<file path="src/rtl/mult_pkg.sv">
// Shared definitions for the sequential signed multiplier / BCD display path.
//   state_t    : controller states
//   SEG_*      : active-low seven-segment patterns, bit order {g,f,e,d,c,b,a}
//   seg_of()   : BCD digit -> segment pattern, anything above 9 is blanked
package mult_pkg;

  typedef enum logic [1:0] {
    ST_IDLE = 2'd0,
    ST_MUL  = 2'd1,
    ST_CONV = 2'd2,
    ST_DONE = 2'd3
  } state_t;

  localparam logic [6:0] SEG_BLANK = 7'h7F;
  localparam logic [6:0] SEG_0     = 7'h40;
  localparam logic [6:0] SEG_1     = 7'h79;
  localparam logic [6:0] SEG_2     = 7'h24;
  localparam logic [6:0] SEG_3     = 7'h30;
  localparam logic [6:0] SEG_4     = 7'h19;
  localparam logic [6:0] SEG_5     = 7'h12;
  localparam logic [6:0] SEG_6     = 7'h02;
  localparam logic [6:0] SEG_7     = 7'h78;
  localparam logic [6:0] SEG_8     = 7'h00;
  localparam logic [6:0] SEG_9     = 7'h10;

  function automatic logic [6:0] seg_of(input logic [3:0] digit);
    case (digit)
      4'd0:    return SEG_0;
      4'd1:    return SEG_1;
      4'd2:    return SEG_2;
      4'd3:    return SEG_3;
      4'd4:    return SEG_4;
      4'd5:    return SEG_5;
      4'd6:    return SEG_6;
      4'd7:    return SEG_7;
      4'd8:    return SEG_8;
      4'd9:    return SEG_9;
      default: return SEG_BLANK;
    endcase
  endfunction

endpackage

</file>
<file path="src/rtl/bcd_to_seg7.sv">
// One BCD digit to an active-low common-anode seven-segment pattern.
//   bcd   in  4  BCD digit
//   blank in  1  force all segments off
//   seg   out 7  {g,f,e,d,c,b,a}, active-low
module bcd_to_seg7 (
  input  logic [3:0] bcd,
  input  logic       blank,
  output logic [6:0] seg
);
  import mult_pkg::*;

  always_comb begin
    seg = blank ? SEG_BLANK : seg_of(bcd);
  end

endmodule

</file>
<file path="src/rtl/signed_mult_bcd_seq.sv">
// Sequential signed multiplier with start/busy/done handshake, serial shift-add
// core and serial double-dabble conversion feeding DIGITS seven-segment displays.
//   clk, rst       clock, synchronous active-high reset
//   A, B           signed operands, sampled only when a start is accepted
//   start          request, accepted only while idle
//   busy, done     busy from accept until the end of the one-cycle done pulse
//   product, neg   signed product and its sign (zero is never negative)
//   bcd            BCD of |product|, digit 0 in [3:0]
//   displays       active-low {g..a} per digit, digit 0 in [6:0]
//
// state   | meaning
// IDLE    | waiting for start
// MUL     | WIDTH shift-add steps on the magnitudes
// CONV    | 2*WIDTH double-dabble shifts, outputs loaded on the last one
// DONE    | one-cycle done pulse
module signed_mult_bcd_seq #(
  parameter int WIDTH    = 8,
  parameter int DIGITS   = 5,
  parameter int BLANK_LZ = 1
) (
  input  logic                  clk,
  input  logic                  rst,
  input  logic [WIDTH-1:0]      A,
  input  logic [WIDTH-1:0]      B,
  input  logic                  start,
  output logic                  busy,
  output logic                  done,
  output logic [2*WIDTH-1:0]    product,
  output logic                  neg,
  output logic [4*DIGITS-1:0]   bcd,
  output logic [7*DIGITS-1:0]   displays
);
  import mult_pkg::*;

  localparam int PW    = 2*WIDTH;
  localparam int BW    = 4*DIGITS;
  localparam int CNT_W = $clog2(PW+1);
  localparam logic [CNT_W-1:0] MUL_LAST  = CNT_W'(WIDTH-1);
  localparam logic [CNT_W-1:0] CONV_LAST = CNT_W'(PW-1);

  state_t           state, state_nx;
  logic [CNT_W-1:0] cnt;
  logic [PW-1:0]    acc, acc_nx, mcand_sh, bin_sr;
  logic [WIDTH-1:0] mplier, a_mag, b_mag;
  logic             sign;
  logic [BW-1:0]    bcd_sr, bcd_adj, bcd_nx;

  // Magnitude of the most negative value wraps to 2^(WIDTH-1), which is the
  // correct unsigned magnitude.
  assign a_mag  = A[WIDTH-1] ? -A : A;
  assign b_mag  = B[WIDTH-1] ? -B : B;
  assign acc_nx = mplier[0] ? acc + mcand_sh : acc;

  always_comb begin
    bcd_adj = bcd_sr;
    for (int i = 0; i < DIGITS; i++) begin
      if (bcd_sr[4*i +: 4] >= 4'd5) bcd_adj[4*i +: 4] = bcd_sr[4*i +: 4] + 4'd3;
    end
    bcd_nx = {bcd_adj[BW-2:0], bin_sr[PW-1]};
  end

  always_ff @(posedge clk) begin
    if (rst) state <= ST_IDLE;
    else     state <= state_nx;
  end

  always_comb begin
    state_nx = state;
    busy     = (state != ST_IDLE);
    done     = (state == ST_DONE);
    case (state)
      ST_IDLE: if (start) state_nx = ST_MUL;
      ST_MUL:  if (cnt == MUL_LAST) state_nx = ST_CONV;
      ST_CONV: if (cnt == CONV_LAST) state_nx = ST_DONE;
      ST_DONE: state_nx = ST_IDLE;
      default: state_nx = ST_IDLE;
    endcase
  end

  always_ff @(posedge clk) begin
    if (rst) begin
      cnt      <= '0;
      acc      <= '0;
      mcand_sh <= '0;
      mplier   <= '0;
      sign     <= 1'b0;
      bin_sr   <= '0;
      bcd_sr   <= '0;
      product  <= '0;
      neg      <= 1'b0;
      bcd      <= '0;
    end else begin
      case (state)
        ST_IDLE: begin
          if (start) begin
            mcand_sh <= PW'(a_mag);
            mplier   <= b_mag;
            sign     <= A[WIDTH-1] ^ B[WIDTH-1];
            acc      <= '0;
            cnt      <= '0;
          end
        end
        ST_MUL: begin
          acc      <= acc_nx;
          mcand_sh <= mcand_sh << 1;
          mplier   <= mplier >> 1;
          if (cnt == MUL_LAST) begin
            cnt    <= '0;
            bin_sr <= acc_nx;
            bcd_sr <= '0;
          end else begin
            cnt <= cnt + 1'b1;
          end
        end
        ST_CONV: begin
          bin_sr <= {bin_sr[PW-2:0], 1'b0};
          bcd_sr <= bcd_nx;
          cnt    <= cnt + 1'b1;
          if (cnt == CONV_LAST) begin
            // acc still holds the magnitude; a zero result keeps neg low.
            bcd     <= bcd_nx;
            neg     <= sign & (|acc);
            product <= (sign & (|acc)) ? -acc : acc;
          end
        end
        default: ;
      endcase
    end
  end

  for (genvar i = 0; i < DIGITS; i++) begin : g_dig
    logic blank;
    if (i == 0) begin : g_lsd
      assign blank = 1'b0;
    end else begin : g_upper
      assign blank = (BLANK_LZ != 0) && (bcd[BW-1:4*i] == '0);
    end
    bcd_to_seg7 u_seg (
      .bcd   (bcd[4*i +: 4]),
      .blank (blank),
      .seg   (displays[7*i +: 7])
    );
  end

endmodule

</file>
<file path="config.mk">
export PLATFORM = sky130hd
export DESIGN_NAME = signed_mult_bcd_seq
export DESIGN_NICKNAME = d
export VERILOG_FILES = /design/src/rtl/mult_pkg.sv /design/src/rtl/bcd_to_seg7.sv /design/src/rtl/signed_mult_bcd_seq.sv
export SDC_FILE = /design/constraint.sdc
export NUM_CORES = 1
export LEC_CHECK = 0
export ABC_AREA = 1
export ABC_CLOCK_PERIOD_IN_PS = 7890
export CAP_MARGIN = 0
export CORE_ASPECT_RATIO = 1.1
export CORE_UTILIZATION = 62
export DETAILED_ROUTE_END_ITERATION = 8
export GPL_ROUTABILITY_DRIVEN = 0
export GPL_TIMING_DRIVEN = 1
export PLACE_DENSITY = 0.92
export RECOVER_POWER = 50
export SLEW_MARGIN = 25
export SYNTH_ARGS = -nofsm -noshare
export SYNTH_HDL_FRONTEND = slang
export SYNTH_SLANG_ARGS = --single-unit
</file>
<file path="constraint.sdc">
create_clock -name clk -period 7.89 [get_ports clk]
set_clock_uncertainty 0.1 [all_clocks]
set_input_delay 0.789 -clock clk [delete_from_list [all_inputs] [get_ports clk]]
set_output_delay 0.789 -clock clk [all_outputs]
set_load 0.03 [all_outputs]
</file>
Word-level counts from Yosys, hierarchy flattened
Memories as Yosys holds them, arrays and structs flattened. A register that Yosys moved wholly into a read port is not among the register bits.
Index checks and enable logic that the tools add are counted.

storage, ports and cells
  bits in read-only memories = 560
  flip-flop bits (word level) = 121
  memories kept = 5

cells by class
  add/sub/neg operators = 10
  reductions and logical operators = 16
  equal/unequal tests = 8
  order comparisons = 5
  multiplexer cells = 40
  bitwise gates (word level) = 2

memory list
  name             depth  width  read ports  clocked after memory_dff  write ports  line            text
  (no name shown)  16     7      1           1                         0            mult_pkg.sv:27  case (digit)
  (no name shown)  16     7      1           1                         0            mult_pkg.sv:27
  (no name shown)  16     7      1           1                         0            mult_pkg.sv:27
  (no name shown)  16     7      1           1                         0            mult_pkg.sv:27
  (no name shown)  16     7      1           1                         0            mult_pkg.sv:27

operator list
  operator               count
  $pmux W16 S2           3
  $mux W16               5
  $mux W4                14
  $pmux W20 S2           1
  $mux W7                4
  $mux W8                3
  $ge A4 B3 Y1 const B   5
  $mux W20               1
  $add A16 B16 Y16       1
  $add A4 B2 Y4 const B  4
  $logic_not A16 Y1      1
  $neg A16 Y16           1
  $neg A8 Y8             2
  $pmux W8 S2            1
  $reduce_or A16 Y1      1
  $pmux W5 S3            1
  $logic_not A12 Y1      1
  $mux W5                2
  $reduce_and A2 Y1      5
  $logic_not A8 Y1       1
  $pmux W2 S4            1
  $mux W2                3
  $ne A2 B2 Y1 const B   3
  $reduce_bool A2 Y1     3
  other kinds (13)       14

Depth between registers and ports, before layout
Gate-level depths: netlist of the first run.

  depth in word-level cells = 4
  mapped depth = 17

Modules after synthesis
From an unflattened synthesis of the first run, not the netlist that was laid out.

unflattened totals
  cell total of the unflattened synthesis = 1253
  area total of the unflattened synthesis = 8015.2 um^2

modules (own cells, without submodules)
  module                            times used  cells each  area each (um^2)  seq. area each (um^2)
  signed_mult_bcd_seq               1           1068        6990.5            2422.3
  bcd_to_seg7 (g_dig[0].u_seg ...)  4           37          203.9             0.0
  bcd_to_seg7 (g_dig[4].u_seg)      1           37          209.0             0.0

Least setup slack after synthesis of the first run
Ideal clock, no wire load.

  path kind = reg-to-output
  from = reg bcd[18]
  to = out displays[10]
  data arrival time = 1640 ps
  cell stages (with the launch flop) = 8
  data required time = 7001 ps
  setup slack = 5361 ps
  path through = dfxtp_1 -> inv_1 -> nand4_1 -> nor2_1 -> nand2_1 -> inv_1 -> nand3_1 -> nand2_1

on the way
  longest elaborated chain between the ends = 2

ends and longest elaborated chain
  element                 line                        text
  from (decl)             signed_mult_bcd_seq.sv:30   output logic [4*DIGITS-1:0] bcd,
  from (signal assigned)  signed_mult_bcd_seq.sv:121  bcd <= bcd_nx;
  $logic_not A16 Y1       signed_mult_bcd_seq.sv:136  assign blank = (BLANK_LZ != 0) && (bcd[BW-1:4*i] == '0);
  $mux W7                 bcd_to_seg7.sv:13           seg = blank ? SEG_BLANK : seg_of(bcd);
  to (decl)               signed_mult_bcd_seq.sv:31   output logic [7*DIGITS-1:0] displays

No other way between the ends.

==> run summary, run 1 <==
DR DRC count - 0
DR pass1 iterations - 5
Slowest-stage cell, CP - clkbuf_1
F_max - 180 MHz
Die X - 116 µm
Max VDD drop - 140 µV
Largest family of logic cells by synthesized area - simple AND/OR/NAND/NOR gates
CP required - 8110 ps
Core Footprint - 13900 µm²
Status - complete, but fails checks
Post-synthesis compound-gate area fraction - 16.5%
R2R setup slack - 3210 ps
Critical setup path kind - in -> reg
Syn avg cell area - 6.80 µm²
Port Buf Inserts - 92
Area Overhead vs Synth - 16.9%
Syn. warnings - 0
RSZ-0062 raised after global routing - no
Crit path cell chain - clkbuf_1, clkbuf_1, a21oi_1, o21ai_0, clkinv_1, ha_1, or2_2, nand3_1, nand2_1
Commonest non-fill, non-tap cell in the layout - nand2_1
Post-cts hold buffer count - 0
Total CTS buffers - 17
Internal - 1.50 mW
Die height - 127 µm
Worst Reg-to-Reg Cells - 7
Stages on worst setup path - 9
Row count - 45
Synth Area in Adders - 8.58%
Crit. End Element - flip-flop
Initial DRC Count - 815
Buf+Inv Stages, Crit Path - 3
Skew-Pair Late Insertion Delay - 430 ps
Final WL - 20500 µm
Hold Path Class - reg -> reg
Initial Utilization - 63.8%
Vias - 8454
CP max stage delay - 2750 ps
Antenna cells - 0
Setup Total Neg Slack - 0 ps
Net Sw Power - 735 µW
CTS Buffer Depth - 2
Vias in the first global route - 7713
Minimum clock period - 5560 ps
Most frequent cells in the layout - 339 x nand2_1, 173 x inv_1, 156 x dfxtp_1
First-pass GRT wire length - 34000 µm
Period utilization - 70.5%
Worst slew margin - -156%
Max Slew Vio Count - 148
Comb pwr share - 24.0%
H-tree Lvls - 4
Hold violation count in the final report - 0
Endpoints failing setup - 0
Worst-Margin Slew - 3840 ps
CP Launch Point - rst
Power share of the clock group - 35.7%
Power per standard cell area - 216 nW/µm²
Number of routed nets with antenna violations - 0
Post-layout nets - 1448
Post-CTS Resized - 0
Layout cells sized above 1 - 5.14%
CTS tree - yes
Max cap viols - 3
Syn_nets - 1380
# clock sinks - 156
Via-to-Cell Ratio - 5.38
Crit-path max FO - 85
Seq cells post-synth - 156
Initial antenna violation count - 0
CP top delay family - buffers and inverters
DR WL/cell - 13.0 µm
Post-Synth Simple-Gate Area - 27.8%
Failing checks - max-capacitance violations, max-slew violations
Largest net degree at the start of global routing - 86
Number of fill cells - 1049
Reg2reg start - state[1]
Clock-pin slew on the worst setup and hold paths - 60 ps
Worst EP arrival - 5780 ps
Synth Area in XOR/XNOR - 1.88%
DP HPWL - 14300 µm
CP startpoint kind - input pin
Post-Synthesis Cells - 1301
Unique masters post-synth - 49
Pwr Total - 2.23 mW
R2r endpoint - mplier[7]
Io pins - 93
CTS Root Buffer Type - clkbuf_16
Mux share of post-synthesis cell area - 0%
Die area - 14700 µm²
GRT Util Overall - 28.5%
Setup bufs post-CTS - 0
Register share of total power - 40.4%
Crit path top cell by count - clkbuf_1
Netlist Area Pre-Place - 8840 µm²
P_leak - 4.87 nW
Overflow left after global routing - 0
Net switching fraction of the power - 32.9%
Seq/Total Area, Yosys - 35.3%
-- worst register-to-register path: cells and delay by family (launching register included) --
| family | cells | cell delay (ps) |
|---|---|---|
| AOI/OAI and AO/OA | 2 | 1610 |
| buffers and inverters | 3 | 1340 |
| and+or+nand+nor | 1 | 660 |
| adders and majority gates | 1 | 520 |
| DFF | 1 | 330 |
-- per-stage QoR --
stage          hold WS [ps]  std cells  setup WS, ps  utilization, %  cell area (µm²)
3_3_place_gp            353       1538          4560            70.7             9800
4_1_cts                 367       1570          4130            74.9            10400
3_5_place_dp            357       1538          4420            70.7             9800
6_report                364       1570          2330            74.6            10300
5_1_grt                 385       1570          1970            74.6            10300
2_1_floorplan           342       1301          5360               -             8840
-- cells by family after synthesis --
logic type	count (synthesis)
and+or+nand+nor	580
AOI/OAI and AO/OA	263
buffers and inverters	223
DFF	156
adders and majority gates	60
xor gates and xnor gates	19
-- cell usage after synthesis (all sizes together) --
master / instances / area share, %
o22ai: 1 / 0.071
nand3b: 2 / 0.17
buf: 21 / 1.4
or4: 1 / 0.085
nor4: 2 / 0.14
inv: 177 / 7.5
xor2: 10 / 0.99
nor2: 110 / 4.7
and2: 2 / 0.14
xnor2: 9 / 0.89
clkinv: 1 / 0.042
or2: 24 / 1.7
o221ai: 3 / 0.30
a211oi: 2 / 0.17
nor3: 23 / 1.6
a21boi: 1 / 0.085
o21bai: 2 / 0.17
a31oi: 4 / 0.28
a221oi: 1 / 0.099
dfxtp: 156 / 35
nand2: 345 / 15
nand4: 6 / 0.42
fa: 1 / 0.23
o211ai: 12 / 1.1
clkbuf: 24 / 1.0
o21ai: 106 / 6.6
o31ai: 3 / 0.25
a2bb2oi: 2 / 0.20
a21oi: 126 / 7.2
ha: 59 / 8.3
nand3: 65 / 3.7
-- worst min-delay path by stage --
stage	from	end	slack (ps)	cells after the start
after floorplan	mplier[3]	mplier[3]	340	2
after global placement	bcd_sr[3]	bcd_sr[3]	350	2
after global routing	bin_sr[12]	bin_sr[12]	380	2
final	product[1]	product[1]	360	2
after CTS	mplier[5]	mplier[5]	370	2
after detailed placement	bin_sr[0]	bin_sr[0]	360	2
-- layout make-up --
type                            instances  area [µm²]  share of cell area, %
Multi-Input combinational cell        922        4820                   46.6
Sequential cell                       156        3120                   30.2
Timing Repair Buffer                   94         922                   8.92
Inverter                              178         668                   6.46
Clock buffer                           25         485                   4.70
Tap cell                              188         235                   2.28
Clock inverter                          7        87.6                  0.847
-- layer usage --
layer	up-vias	GRT usage [%]	wire length, µm
met5	-	0	0
met3	37	5.41	1110
li1	4305	-	-
met4	0	10.1	405
met1	3840	33.1	8590
met2	272	51.6	10300
-- power by group through the flow --
stage	logic [mW]	registers, mW	clock network (mW)
5_1_grt	0.600	0.908	0.834
6_report	0.535	0.901	0.797
3_5_place_dp	0.525	0.915	0
2_1_floorplan	0.434	0.891	0
3_3_place_gp	0.511	0.912	0
4_1_cts	0.531	0.899	0.800
No activity file was read; power rests on OpenSTA's default activity.
==> run 2, diff against run 1 <==
ABC_CLOCK_PERIOD_IN_PS = 5200   (was 7890)
CORE_UTILIZATION = 58   (was 62)
PLACE_DENSITY = 0.87   (was 0.92)
clock period = 5.2 ns   (was 7.89 ns; I/O delays follow)
==> run 2 against run 1 <==
Against the previous run: sequential power is 52% higher; setup slack worse by 940 ps; core utilization is 4.0 points lower; the run still ends with max-capacitance violations, max-slew violations left; critical path type is now reg -> reg; sequential cell count stayed put; largest cell class unchanged; register-to-register slack worse by 1800 ps; combinational power is 52% higher.
==> run summary, run 2 (synthesized netlist as in run 1, its figures left out) <==
DR pass1 iterations - 5 (unchanged)
First-pass GRT wire length - 33600 µm (-1.1%)
Largest net degree at the start of global routing - 59 (-31%)
Reg2reg start - state[0]
Commonest non-fill, non-tap cell in the layout - nand2_1
Max cap viols - 1 (-2)
Number of routed nets with antenna violations - 0 (unchanged)
Post-CTS Resized - 0 (unchanged)
Setup bufs post-CTS - 0 (unchanged)
Max Slew Vio Count - 59 (-60%)
Total CTS buffers - 17 (unchanged)
Initial Utilization - 60.2% (-3.6 points)
CP startpoint kind - flip-flop
Vias - 8357 (-1.1%)
CTS Buffer Depth - 2 (unchanged)
CP Launch Point - state[0]
Status - complete, but fails checks
Failing checks - max-capacitance violations, max-slew violations
Die X - 120 µm (+3.3%)
Worst-Margin Slew - 2610 ps (-1230 ps)
H-tree Lvls - 4 (unchanged)
Vias in the first global route - 7620 (-1.2%)
Max VDD drop - 253 µV (+81%)
DR WL/cell - 12.6 µm (-3.3%)
Io pins - 93 (unchanged)
CTS Root Buffer Type - clkbuf_16
RSZ-0062 raised after global routing - no
Antenna cells - 0 (unchanged)
Hold violation count in the final report - 0 (unchanged)
Worst Reg-to-Reg Cells - 13 (+6)
Hold-critical path depth - 2 (unchanged)
DP HPWL - 14000 µm (-1.7%)
Critical setup path kind - reg -> reg
Area Overhead vs Synth - 17.2%
Most frequent cells in the layout - 339 x nand2_1, 172 x inv_1, 156 x dfxtp_1
Post-cts hold buffer count - 0 (unchanged)
GRT Util Overall - 26.0% (-2.6 points)
R2R setup slack - 1390 ps (-1820 ps)
CTS tree - yes
DP Worst Slack - 1710 ps (-2710 ps)
Setup Total Neg Slack - 0 ps (unchanged)
Skew-Pair Late Insertion Delay - 440 ps (about the same)
CP required - 5420 ps (-2690 ps)
Initial antenna violation count - 0 (unchanged)
Hold Path Class - reg -> reg
Port Buf Inserts - 92 (unchanged)
Core Footprint - 14700 µm² (+6.0%)
Final WL - 19800 µm (-3.1%)
Clock-pin slew on the worst setup and hold paths - 60 ps (about the same)
Period utilization - 73.4%
Worst EP arrival - 4040 ps (-1740 ps)
Crit-path max FO - 48 (-44%)
F_max - 262 MHz
Power per standard cell area - 331 nW/µm² (+53%)
# clock sinks - 156 (unchanged)
Worst slew margin - -74.1% (+82 points)
Die height - 131 µm (+3.3%)
P_leak - 4.88 nW (+0.18%)
Crit. End Element - flip-flop
DR DRC count - 0 (unchanged)
Minimum clock period - 3810 ps
Row count - 46 (+2.2%)
Post-layout nets - 1448 (unchanged)
Via-to-Cell Ratio - 5.32 (-1.3%)
Overflow left after global routing - 0 (unchanged)
Endpoints failing setup - 0 (unchanged)
Initial DRC Count - 597 (-27%)
Die area - 15700 µm² (+6.8%)
Layout cells sized above 1 - 5.43% (+0.30 points)
Final WS setup - 1390 ps (-940 ps)
==> run 2: cell types whose count changed in the layout (fill, tap and decap cells not counted) <==
cell	before	now
clkbuf_8	3	2
bufinv_16	2	3
inv_1	173	172
o21ai_0	95	94
buf_4	0	2
inv_2	3	4
clkbuf_1	8	4
o21ai_2	2	3
==> run 2: worst min path at each step <==
stage,from,to,slack (ps)
2_1_floorplan,mplier[3],mplier[3],340
3_3_place_gp,bcd_sr[17],bcd_sr[17],350
3_5_place_dp,bin_sr[13],bin_sr[13],360
4_1_cts,bin_sr[13],bin_sr[13],360
5_1_grt,mplier[5],mplier[5],390
6_report,bin_sr[13],bin_sr[13],360
==> run 2: critical path, stage by stage (launching register included) <==
cell,delay (ps)
dfxtp_1,330
inv_1,100
ha_1,410
nand2_1,620
inv_2,800
nor2_1,90
nor2_1,110
o21ai_0,280
inv_1,270
ha_1,270
nor2_1,130
inv_1,70
nand2_1,70
nand2_1,50
==> run 2: power breakdown <==
part	switching (mW)	total, mW	internal [mW]
combinational	0.562	0.814	0.251
sequential	0.0838	1.37	1.28
clock	0.477	1.25	0.770
==> run 2: layer usage <==
layer,part of all wire (%),vias up,routed length [µm],GRT usage (%)
li1,-,4292,-,-
met1,43,3803,8600,30.5
met2,50,229,10000,46.1
met3,4.3,33,858,5.25
met4,1.8,0,352,9.38
met5,0,-,0,0
==> run 2: area by class of cell <==
| cell class | instances | area, µm² |
|---|---|---|
| clock buffer | 22 | 464 |
| fill | 1226 | 4310 |
| timing repair buffer | 94 | 930 |
| multi-input combinational | 922 | 4820 |
| tap | 192 | 240 |
| clock inverter | 8 | 118 |
| sequential | 156 | 3120 |
| inverter | 178 | 668 |
==> run 2: per-stage QoR <==
| step | total power [mW] | cell area [µm²] | std cells | utilization (%) | hold WS [ps] |
|---|---|---|---|---|---|
| 2_1_floorplan | 2.01 | 8840 | 1301 | - | 342 |
| 3_3_place_gp | 2.17 | 9800 | 1542 | 66.8 | 353 |
| 3_5_place_dp | 2.18 | 9800 | 1542 | 66.8 | 355 |
| 4_1_cts | 3.42 | 10400 | 1572 | 70.8 | 364 |
| 5_1_grt | 3.59 | 10400 | 1572 | 70.6 | 389 |
| 6_report | 3.43 | 10400 | 1572 | 70.6 | 364 |
